===== src/rtl/fg_pkg.sv =====
// Shared function-generator definitions: measurement FSM encoding, default widths, counter saturation value.
package fg_pkg;

    typedef enum logic [2:0] {
        ST_IDLE,
        ST_SYNC,
        ST_ARM,
        ST_HIGH,
        ST_LOW
    } meas_state_e;

    localparam int FG_CB_DEFAULT = 32;
    localparam int FG_WB_DEFAULT = 16;

    // Counters saturate at all-ones; slice to the counter width at the point of use.
    localparam logic [63:0] FG_SAT_ALL_ONES = '1;

endpackage


===== src/rtl/fg_waveform_meas_if.sv =====
// Result bus of the waveform measurement block: result registers, valid/ack handshake, sticky flags.
interface fg_waveform_meas_if #(
    parameter int COUNTER_BITWIDTH  = 32,
    parameter int WAVEFORM_BITWIDTH = 16
);
    logic        [COUNTER_BITWIDTH-1:0] period_o;
    logic        [COUNTER_BITWIDTH-1:0] on_time_o;
    logic        [COUNTER_BITWIDTH-1:0] rise_time_o;
    logic signed [WAVEFORM_BITWIDTH:0]  peak_o;
    logic signed [WAVEFORM_BITWIDTH:0]  trough_o;
    logic                               meas_valid_o;
    logic                               meas_ack_i;
    logic                               overrun_o;
    logic                               timeout_o;

    modport master (
        output period_o, on_time_o, rise_time_o, peak_o, trough_o,
        output meas_valid_o, overrun_o, timeout_o,
        input  meas_ack_i
    );

    modport slave (
        input  period_o, on_time_o, rise_time_o, peak_o, trough_o,
        input  meas_valid_o, overrun_o, timeout_o,
        output meas_ack_i
    );
endinterface


===== src/rtl/fg_meas_capture.sv =====
// Result registers and valid/ack/overrun handshake; loads in the publish cycle, ack acts on every clock.
// No backpressure: a publish onto an unacked result overwrites it and raises the sticky overrun flag.
module fg_meas_capture
    import fg_pkg::*;
#(
    parameter int COUNTER_BITWIDTH  = FG_CB_DEFAULT,
    parameter int WAVEFORM_BITWIDTH = FG_WB_DEFAULT
) (
    input  logic                                clk_i,
    input  logic                                rstn_i,
    input  logic                                clear_i,
    input  logic                                publish_i,
    input  logic        [COUNTER_BITWIDTH-1:0]  period_i,
    input  logic        [COUNTER_BITWIDTH-1:0]  on_time_i,
    input  logic        [COUNTER_BITWIDTH-1:0]  rise_time_i,
    input  logic signed [WAVEFORM_BITWIDTH:0]   peak_i,
    input  logic signed [WAVEFORM_BITWIDTH:0]   trough_i,
    fg_waveform_meas_if.master                  res
);
    logic                               valid_q, valid_d;
    logic                               ovr_q, ovr_d;
    logic                               load;
    logic        [COUNTER_BITWIDTH-1:0] period_q, on_time_q, rise_q;
    logic signed [WAVEFORM_BITWIDTH:0]  peak_q, trough_q;

    assign load = publish_i && !clear_i;

    always_comb begin
        valid_d = valid_q;
        ovr_d   = ovr_q;
        if (clear_i) begin
            valid_d = 1'b0;
            ovr_d   = 1'b0;
        end else if (publish_i) begin
            // An ack landing with the publish consumes the old result, so no overrun.
            valid_d = 1'b1;
            ovr_d   = res.meas_ack_i ? 1'b0 : (ovr_q | valid_q);
        end else if (res.meas_ack_i) begin
            valid_d = 1'b0;
            ovr_d   = 1'b0;
        end
    end

    always_ff @(posedge clk_i or negedge rstn_i) begin
        if (!rstn_i) begin
            valid_q   <= 1'b0;
            ovr_q     <= 1'b0;
            period_q  <= '0;
            on_time_q <= '0;
            rise_q    <= '0;
            peak_q    <= '0;
            trough_q  <= '0;
        end else begin
            valid_q <= valid_d;
            ovr_q   <= ovr_d;
            if (load) begin
                period_q  <= period_i;
                on_time_q <= on_time_i;
                rise_q    <= rise_time_i;
                peak_q    <= peak_i;
                trough_q  <= trough_i;
            end
        end
    end

    assign res.meas_valid_o = valid_q;
    assign res.overrun_o    = ovr_q;
    assign res.period_o     = period_q;
    assign res.on_time_o    = on_time_q;
    assign res.rise_time_o  = rise_q;
    assign res.peak_o       = peak_q;
    assign res.trough_o     = trough_q;

endmodule


===== src/rtl/fg_waveform_meas.sv =====
// Hysteretic period/ON-time/peak/trough measurement of a signed sample stream; result 1 strobe after rising edge.
// No backpressure (unacked results overwritten, overrun flagged). FG_MEAS_RISETIME_EN builds the rise-time counter.
module fg_waveform_meas
    import fg_pkg::*;
#(
    parameter int COUNTER_BITWIDTH  = FG_CB_DEFAULT,
    parameter int WAVEFORM_BITWIDTH = FG_WB_DEFAULT
) (
    input  logic                              clk_i,
    input  logic                              rstn_i,
    input  logic                              clk_en_i,
    input  logic                              enable_i,
    input  logic signed [WAVEFORM_BITWIDTH:0] sample_i,
    input  logic signed [WAVEFORM_BITWIDTH:0] lo_th_i,
    input  logic signed [WAVEFORM_BITWIDTH:0] hi_th_i,
    fg_waveform_meas_if.master                res
);
    localparam int            CB  = COUNTER_BITWIDTH;
    localparam int            WB  = WAVEFORM_BITWIDTH;
    localparam logic [CB-1:0] SAT = FG_SAT_ALL_ONES[CB-1:0];

    meas_state_e         state_q, state_d;
    logic        [CB-1:0] per_q, per_d, on_q, on_d, rise_pub;
    logic signed [WB:0]   pk_q, pk_d, tr_q, tr_d;
    logic                 tmo_q, tmo_d, publish, above_hi, below_lo;

    assign above_hi = sample_i >= hi_th_i;
    assign below_lo = sample_i <= lo_th_i;

    always_comb begin
        state_d = state_q;
        per_d   = per_q;
        on_d    = on_q;
        pk_d    = pk_q;
        tr_d    = tr_q;
        tmo_d   = tmo_q;
        publish = 1'b0;
        if (!enable_i) begin
            state_d = ST_IDLE;
            tmo_d   = 1'b0;
        end else if (clk_en_i) begin
            case (state_q)
                ST_IDLE: state_d = ST_SYNC;
                ST_SYNC: begin
                    pk_d = sample_i;
                    tr_d = sample_i;
                    if (below_lo) state_d = ST_ARM;
                end
                ST_ARM: begin
                    if (above_hi) begin
                        state_d = ST_HIGH;
                        per_d   = CB'(1);
                        pk_d    = sample_i;
                        tr_d    = sample_i;
                    end
                end
                ST_HIGH, ST_LOW: begin
                    pk_d = (sample_i > pk_q) ? sample_i : pk_q;
                    tr_d = (sample_i < tr_q) ? sample_i : tr_q;
                    if (per_q == SAT) begin
                        tmo_d   = 1'b1;
                        state_d = ST_SYNC;
                    end else if (state_q == ST_HIGH && below_lo) begin
                        // ON and period counters run together from the rise, so ON is a period snapshot.
                        on_d    = per_q;
                        per_d   = per_q + 1'b1;
                        state_d = ST_LOW;
                    end else if (state_q == ST_LOW && above_hi) begin
                        publish = 1'b1;
                        per_d   = CB'(1);
                        pk_d    = sample_i;
                        tr_d    = sample_i;
                        state_d = ST_HIGH;
                    end else begin
                        per_d = per_q + 1'b1;
                    end
                end
                default: state_d = ST_IDLE;
            endcase
        end
    end

    always_ff @(posedge clk_i or negedge rstn_i) begin
        if (!rstn_i) begin
            state_q <= ST_IDLE;
            per_q   <= '0;
            on_q    <= '0;
            pk_q    <= '0;
            tr_q    <= '0;
            tmo_q   <= 1'b0;
        end else begin
            state_q <= state_d;
            per_q   <= per_d;
            on_q    <= on_d;
            pk_q    <= pk_d;
            tr_q    <= tr_d;
            tmo_q   <= tmo_d;
        end
    end

`ifdef FG_MEAS_RISETIME_EN
    logic          rise_run_q, rise_run_d;
    logic [CB-1:0] rise_cnt_q, rise_cnt_d;

    // Count includes both the first sample above lo_th and the detection sample; 0 when they coincide.
    assign rise_pub = rise_run_q ? rise_cnt_q + 1'b1 : '0;

    always_comb begin
        rise_run_d = rise_run_q;
        rise_cnt_d = rise_cnt_q;
        if (!enable_i) begin
            rise_run_d = 1'b0;
        end else if (clk_en_i) begin
            if ((state_q == ST_ARM || state_q == ST_LOW) && !above_hi) begin
                if (below_lo) begin
                    rise_run_d = 1'b0;
                end else if (!rise_run_q) begin
                    rise_run_d = 1'b1;
                    rise_cnt_d = CB'(1);
                end else begin
                    rise_cnt_d = rise_cnt_q + 1'b1;
                end
            end else begin
                rise_run_d = 1'b0;
            end
        end
    end

    always_ff @(posedge clk_i or negedge rstn_i) begin
        if (!rstn_i) begin
            rise_run_q <= 1'b0;
            rise_cnt_q <= '0;
        end else begin
            rise_run_q <= rise_run_d;
            rise_cnt_q <= rise_cnt_d;
        end
    end
`else
    assign rise_pub = '0;
`endif

    fg_meas_capture #(
        .COUNTER_BITWIDTH  (CB),
        .WAVEFORM_BITWIDTH (WB)
    ) u_capture (
        .clk_i       (clk_i),
        .rstn_i      (rstn_i),
        .clear_i     (!enable_i),
        .publish_i   (publish),
        .period_i    (per_q),
        .on_time_i   (on_q),
        .rise_time_i (rise_pub),
        .peak_i      (pk_q),
        .trough_i    (tr_q),
        .res         (res)
    );

    assign res.timeout_o = tmo_q;

endmodule


===== src/flat_wrapper.sv =====
// flat-port wrapper written by rule: the top's interface ports become plain ports
module fg_waveform_meas_flat import fg_pkg::*;
#(
    parameter int COUNTER_BITWIDTH  = FG_CB_DEFAULT,
    parameter int WAVEFORM_BITWIDTH = FG_WB_DEFAULT
)
  (clk_i, rstn_i, clk_en_i, enable_i, sample_i, lo_th_i, hi_th_i, res_period_o, res_on_time_o, res_rise_time_o, res_peak_o, res_trough_o, res_meas_valid_o, res_overrun_o, res_timeout_o, res_meas_ack_i);
  fg_waveform_meas_if #(.COUNTER_BITWIDTH(COUNTER_BITWIDTH), .WAVEFORM_BITWIDTH(WAVEFORM_BITWIDTH)) res_i ();
  input  logic clk_i;
  input  logic rstn_i;
  input  logic clk_en_i;
  input  logic enable_i;
  input  logic signed [WAVEFORM_BITWIDTH:0] sample_i;
  input  logic signed [WAVEFORM_BITWIDTH:0] lo_th_i;
  input  logic signed [WAVEFORM_BITWIDTH:0] hi_th_i;
  output wire logic [$bits(res_i.period_o)-1:0] res_period_o;
  output wire logic [$bits(res_i.on_time_o)-1:0] res_on_time_o;
  output wire logic [$bits(res_i.rise_time_o)-1:0] res_rise_time_o;
  output wire logic [$bits(res_i.peak_o)-1:0] res_peak_o;
  output wire logic [$bits(res_i.trough_o)-1:0] res_trough_o;
  output wire logic [$bits(res_i.meas_valid_o)-1:0] res_meas_valid_o;
  output wire logic [$bits(res_i.overrun_o)-1:0] res_overrun_o;
  output wire logic [$bits(res_i.timeout_o)-1:0] res_timeout_o;
  input wire logic [$bits(res_i.meas_ack_i)-1:0] res_meas_ack_i;
  assign res_period_o = res_i.period_o;
  assign res_on_time_o = res_i.on_time_o;
  assign res_rise_time_o = res_i.rise_time_o;
  assign res_peak_o = res_i.peak_o;
  assign res_trough_o = res_i.trough_o;
  assign res_meas_valid_o = res_i.meas_valid_o;
  assign res_overrun_o = res_i.overrun_o;
  assign res_timeout_o = res_i.timeout_o;
  assign res_i.meas_ack_i = res_meas_ack_i;
  fg_waveform_meas #(.COUNTER_BITWIDTH(COUNTER_BITWIDTH), .WAVEFORM_BITWIDTH(WAVEFORM_BITWIDTH)) u_core (.clk_i(clk_i), .rstn_i(rstn_i), .clk_en_i(clk_en_i), .enable_i(enable_i), .sample_i(sample_i), .lo_th_i(lo_th_i), .hi_th_i(hi_th_i), .res(res_i));
endmodule

===== config.mk =====
export PLATFORM = sky130hd
export DESIGN_NAME = fg_waveform_meas_flat
export DESIGN_NICKNAME = d
export VERILOG_FILES = /design/src/rtl/fg_pkg.sv /design/src/rtl/fg_waveform_meas_if.sv /design/src/rtl/fg_meas_capture.sv /design/src/rtl/fg_waveform_meas.sv /design/src/flat_wrapper.sv
export SDC_FILE = /design/constraint.sdc
export NUM_CORES = 1
export LEC_CHECK = 0
export ABC_AREA = 1
export BUFFER_PORTS_ARGS = -buffer_cell sky130_fd_sc_hd__buf_2
export CAP_MARGIN = 20
export CORE_ASPECT_RATIO = 0.6
export CORE_MARGIN = 2
export CORE_UTILIZATION = 55
export CTS_BUF_LIST = sky130_fd_sc_hd__clkbuf_2
export CTS_CLUSTER_SIZE = 12
export DETAILED_ROUTE_END_ITERATION = 8
export PLACE_DENSITY = 0.78
export SLEW_MARGIN = 30
export SYNTH_ARGS = -nofsm -noshare
export SYNTH_HDL_FRONTEND = slang
export SYNTH_SLANG_ARGS = --single-unit
export TNS_END_PERCENT = 30

===== constraint.sdc =====
create_clock -name clk_i -period 4.6 [get_ports clk_i]
set_clock_uncertainty 0.1 [all_clocks]
set_input_delay 0.23 -clock clk_i [delete_from_list [all_inputs] [get_ports clk_i]]
set_output_delay 0.23 -clock clk_i [all_outputs]
set_load 0.01 [all_outputs]

==> results.py <==
metrics = {
    "status": {
        "status": "finished, final reports clean",
    },
    "place": {
        "port_buffers": 156,
        "place_area_um2": 12500,
        "gp_congestion": 1.00,
        "dp_hpwl_um": 22700,
    },
    "sta": {
        "tns_ns": 0,
        "final_max_slew_viol_count": 0,
        "fmax_ghz": 0.320,
        "period_minus_slack_ns": 3.12,
        "setup_viol": 0,
        "slew_headroom": 0.411,
        "hold_viol": 0,
        "period_share": 0.679,
        "rsz0062_at_grt": "no",
        "worstMarginPinSlew_ns": 0.883,
    },
    "global_route": {
        "grt_start_max_net_pins": 121,
        "grt_pass1_wl_um": 49500,
        "antenna_found_initial": 1,
        "grt_pass1_vias": 9372,
        "grt.overflow.total": 0,
        "track_usage": 0.281,
    },
    "routing": {
        "routedWlPerCell_um": 15.3,
        "first_pass_iters": 6,
        "num_vias": 10600,
        "drt_iter0_markers": 966,
        "viasPerCell": 5.21,
        "drc_errors": 0,
        "routed_wl_um": 31300,
        "ant_nets": 0,
    },
    "power_and_ir_drop": {
        "leakage_uw": 0.00697,
        "powerDensity_nw_per_um2": 360,
        "peakVddDrop_uv": 157,
    },
    "cts": {
        "clk_latency_ns": 0.83,
        "ctsHoldBuffers": 24,
        "numCtsBuffers": 49,
        "clockBufferDepth": 3,
        "ctsResizeCount": 0,
        "htree_levels": 2,
        "clkSinkCount": 202,
        "cts_setup_buffers": 0,
        "ctsRootBufferMaster": "clkbuf_2",
        "cts_tree": "built",
        "clk_pin_slew_ns": 0.11,
    },
    "setup_path": {
        "slowest_delay_ns": 0.42,
        "worst_setup_path_start_kind": "flip-flop",
        "cp_slowest_cell": "nand4_2",
        "crit_required_ns": 5.17,
        "crit_chain": "ha_1 > nand3_2 > inv_1 > nand3_1 > inv_1 > nand4_1 > nor4_2 > nand2_1 > nand4_2 > buf_4 > nand2_1 > o21ai_0",
        "cp_max_fo": 34,
        "critPathArrivalTime_ns": 3.69,
        "cp-end-kind": "flip-flop",
        "path_class": "flip-flop to flip-flop",
    },
    "final_layout": {
        "drive_above_1_share": 0.166,
        "fin_nets": 1848,
        "finish.utilization": 0.629,
        "regArea_um2": 5050,
        "layout.cells.most_common_list": "nand2_1, dfrtp_1, inv_1",
        "fillers": 1947,
        "final_common_cell": "nand2_1",
        "multiInputGateArea_um2": 5440,
        "finalInstanceArea_um2": 13200,
        "syn_to_final_growth_pct": 12.2,
    },
    "yosys": {
        "syn-cell-area_um2": 11800,
        "synth-seq-area-share": 0.430,
        "syn_area_per_cell_um2": 7.62,
        "yosysWarnings": 0,
        "yosys_register_bits": 202,
        "synth.distinct_cells": 35,
        "synthCells": 1543,
    },
    "job": {
        "maxCapViolCount": 0,
    },
    "floorplan": {
        "rows": 41,
        "initial_utilization": 0.561,
        "die_w_um": 193,
        "core_area_um2": 21000,
        "dieArea_um2": 22600,
        "die_h_um": 117,
        "num_io_pins": 189,
    },
    "worst_hold_path": {
        "hp-class": "input port to flip-flop",
    },
}
-- where the power goes --
| group | leakage [uW] | internal [uW] | total (uW) | switching, uW |
|---|---|---|---|---|
| logic | 0.00384 | 447 | 1450 | 1010 |
| registers | 0.00277 | 1930 | 2060 | 130 |
| clock network | 0.000355 | 492 | 1240 | 747 |
| total | 0.00697 | 2870 | 4750 | 1880 |
-- cells by family after synthesis --
kind of cell | share of synthesized area
AOI/OAI and AO/OA | 0.0998
DFF | 0.430
adders and majority gates | 0.0723
xor gates and xnor gates | 0.00819
buffers and inverters | 0.118
and+or+nand+nor | 0.272
other | 0.000319
-- area by class of cell --
cell class                 instances  share of cell area
tap                              279              0.0265
multi-input combinational       1080               0.412
clock inverter                    15             0.00673
clock buffer                      75              0.0284
sequential                       202               0.383
timing repair buffer             189              0.0851
inverter                         202              0.0577
antenna                            1            0.000190
-- synthesized netlist by cell type, drive strengths merged --
| cell | n | area, um^2 |
|---|---|---|
| clkbuf | 20 | 75.1 |
| o21ai | 181 | 1020 |
| nor3 | 23 | 136 |
| conb | 1 | 3.75 |
| nand4 | 56 | 357 |
| nor4 | 11 | 75.1 |
| a21oi | 22 | 110 |
| or2 | 3 | 18.8 |
| and2 | 1 | 6.26 |
| nor2 | 62 | 233 |
| xor2 | 11 | 96.3 |
| buf | 70 | 548 |
| dfrtp | 202 | 5050 |
| nand3 | 62 | 328 |
| a21o | 5 | 37.5 |
| ha | 68 | 851 |
| clkinv | 1 | 5.00 |
| nand2 | 542 | 2050 |
| inv | 201 | 757 |
| o21a | 1 | 7.51 |
-- routing by layer --
metal | GRT usage | vias up | part of all wire
met5 | 0 | - | 0
met4 | 0.0651 | 0 | 0.011
met3 | 0.0915 | 31 | 0.12
met2 | 0.365 | 513 | 0.37
met1 | 0.443 | 4835 | 0.49
li1 | - | 5255 | -
-- worst max-delay path: cells and delay by family (launching register included) --
family / cells / cell delay, ns
simple gates: 7 / 1.52
flops: 1 / 0.39
buf+inv: 3 / 0.63
fa+ha+maj: 1 / 0.22
compound gates: 1 / 0.10
-- path summary, 6_finish.rpt --
kind | from | to | slack [ns] | cells after the start
worst max register to register | u_core.per_q[1] | u_core.per_q[22] | 1.48 | 12
worst max-delay path | u_core.per_q[1] | u_core.per_q[22] | 1.48 | 12
min in group asynchronous | rstn_i | u_core.per_q[29] | 0.48 | 3
worst min-delay path | sample_i[0] | u_core.pk_q[0] | 0.18 | 4
worst min register to register | u_core.u_capture.res.on_time_o[8] | u_core.u_capture.res.on_time_o[8] | 0.39 | 2
max in group asynchronous | rstn_i | u_core.per_q[31] | 2.94 | 4
-- stage by stage --
step	worst slack, ns	total power, uW	hold WS, ns	std cells
3_5_place_dp	1.47	3490	0.319	1928
4_1_cts	1.52	4750	0.109	2042
5_1_grt	1.24	5100	0.168	2043
3_3_place_gp	1.34	3430	0.314	1928
2_1_floorplan	2.47	3100	-0.166	1574
6_report	1.48	4750	0.182	2043
-- sequential cells by signal (all words and copies together) (netlist names), 3 cells and up --
| register | count |
|---|---|
| u_core.u_capture.res.period_o | 32 |
| u_core.state_q | 3 |
| u_core.on_q | 32 |
| u_core.u_capture.res.trough_o | 17 |
| u_core.pk_q | 17 |
| u_core.u_capture.res.peak_o | 17 |
| u_core.tr_q | 17 |
| u_core.per_q | 32 |
| u_core.u_capture.res.on_time_o | 32 |
Power figures use the tool's default switching activity.
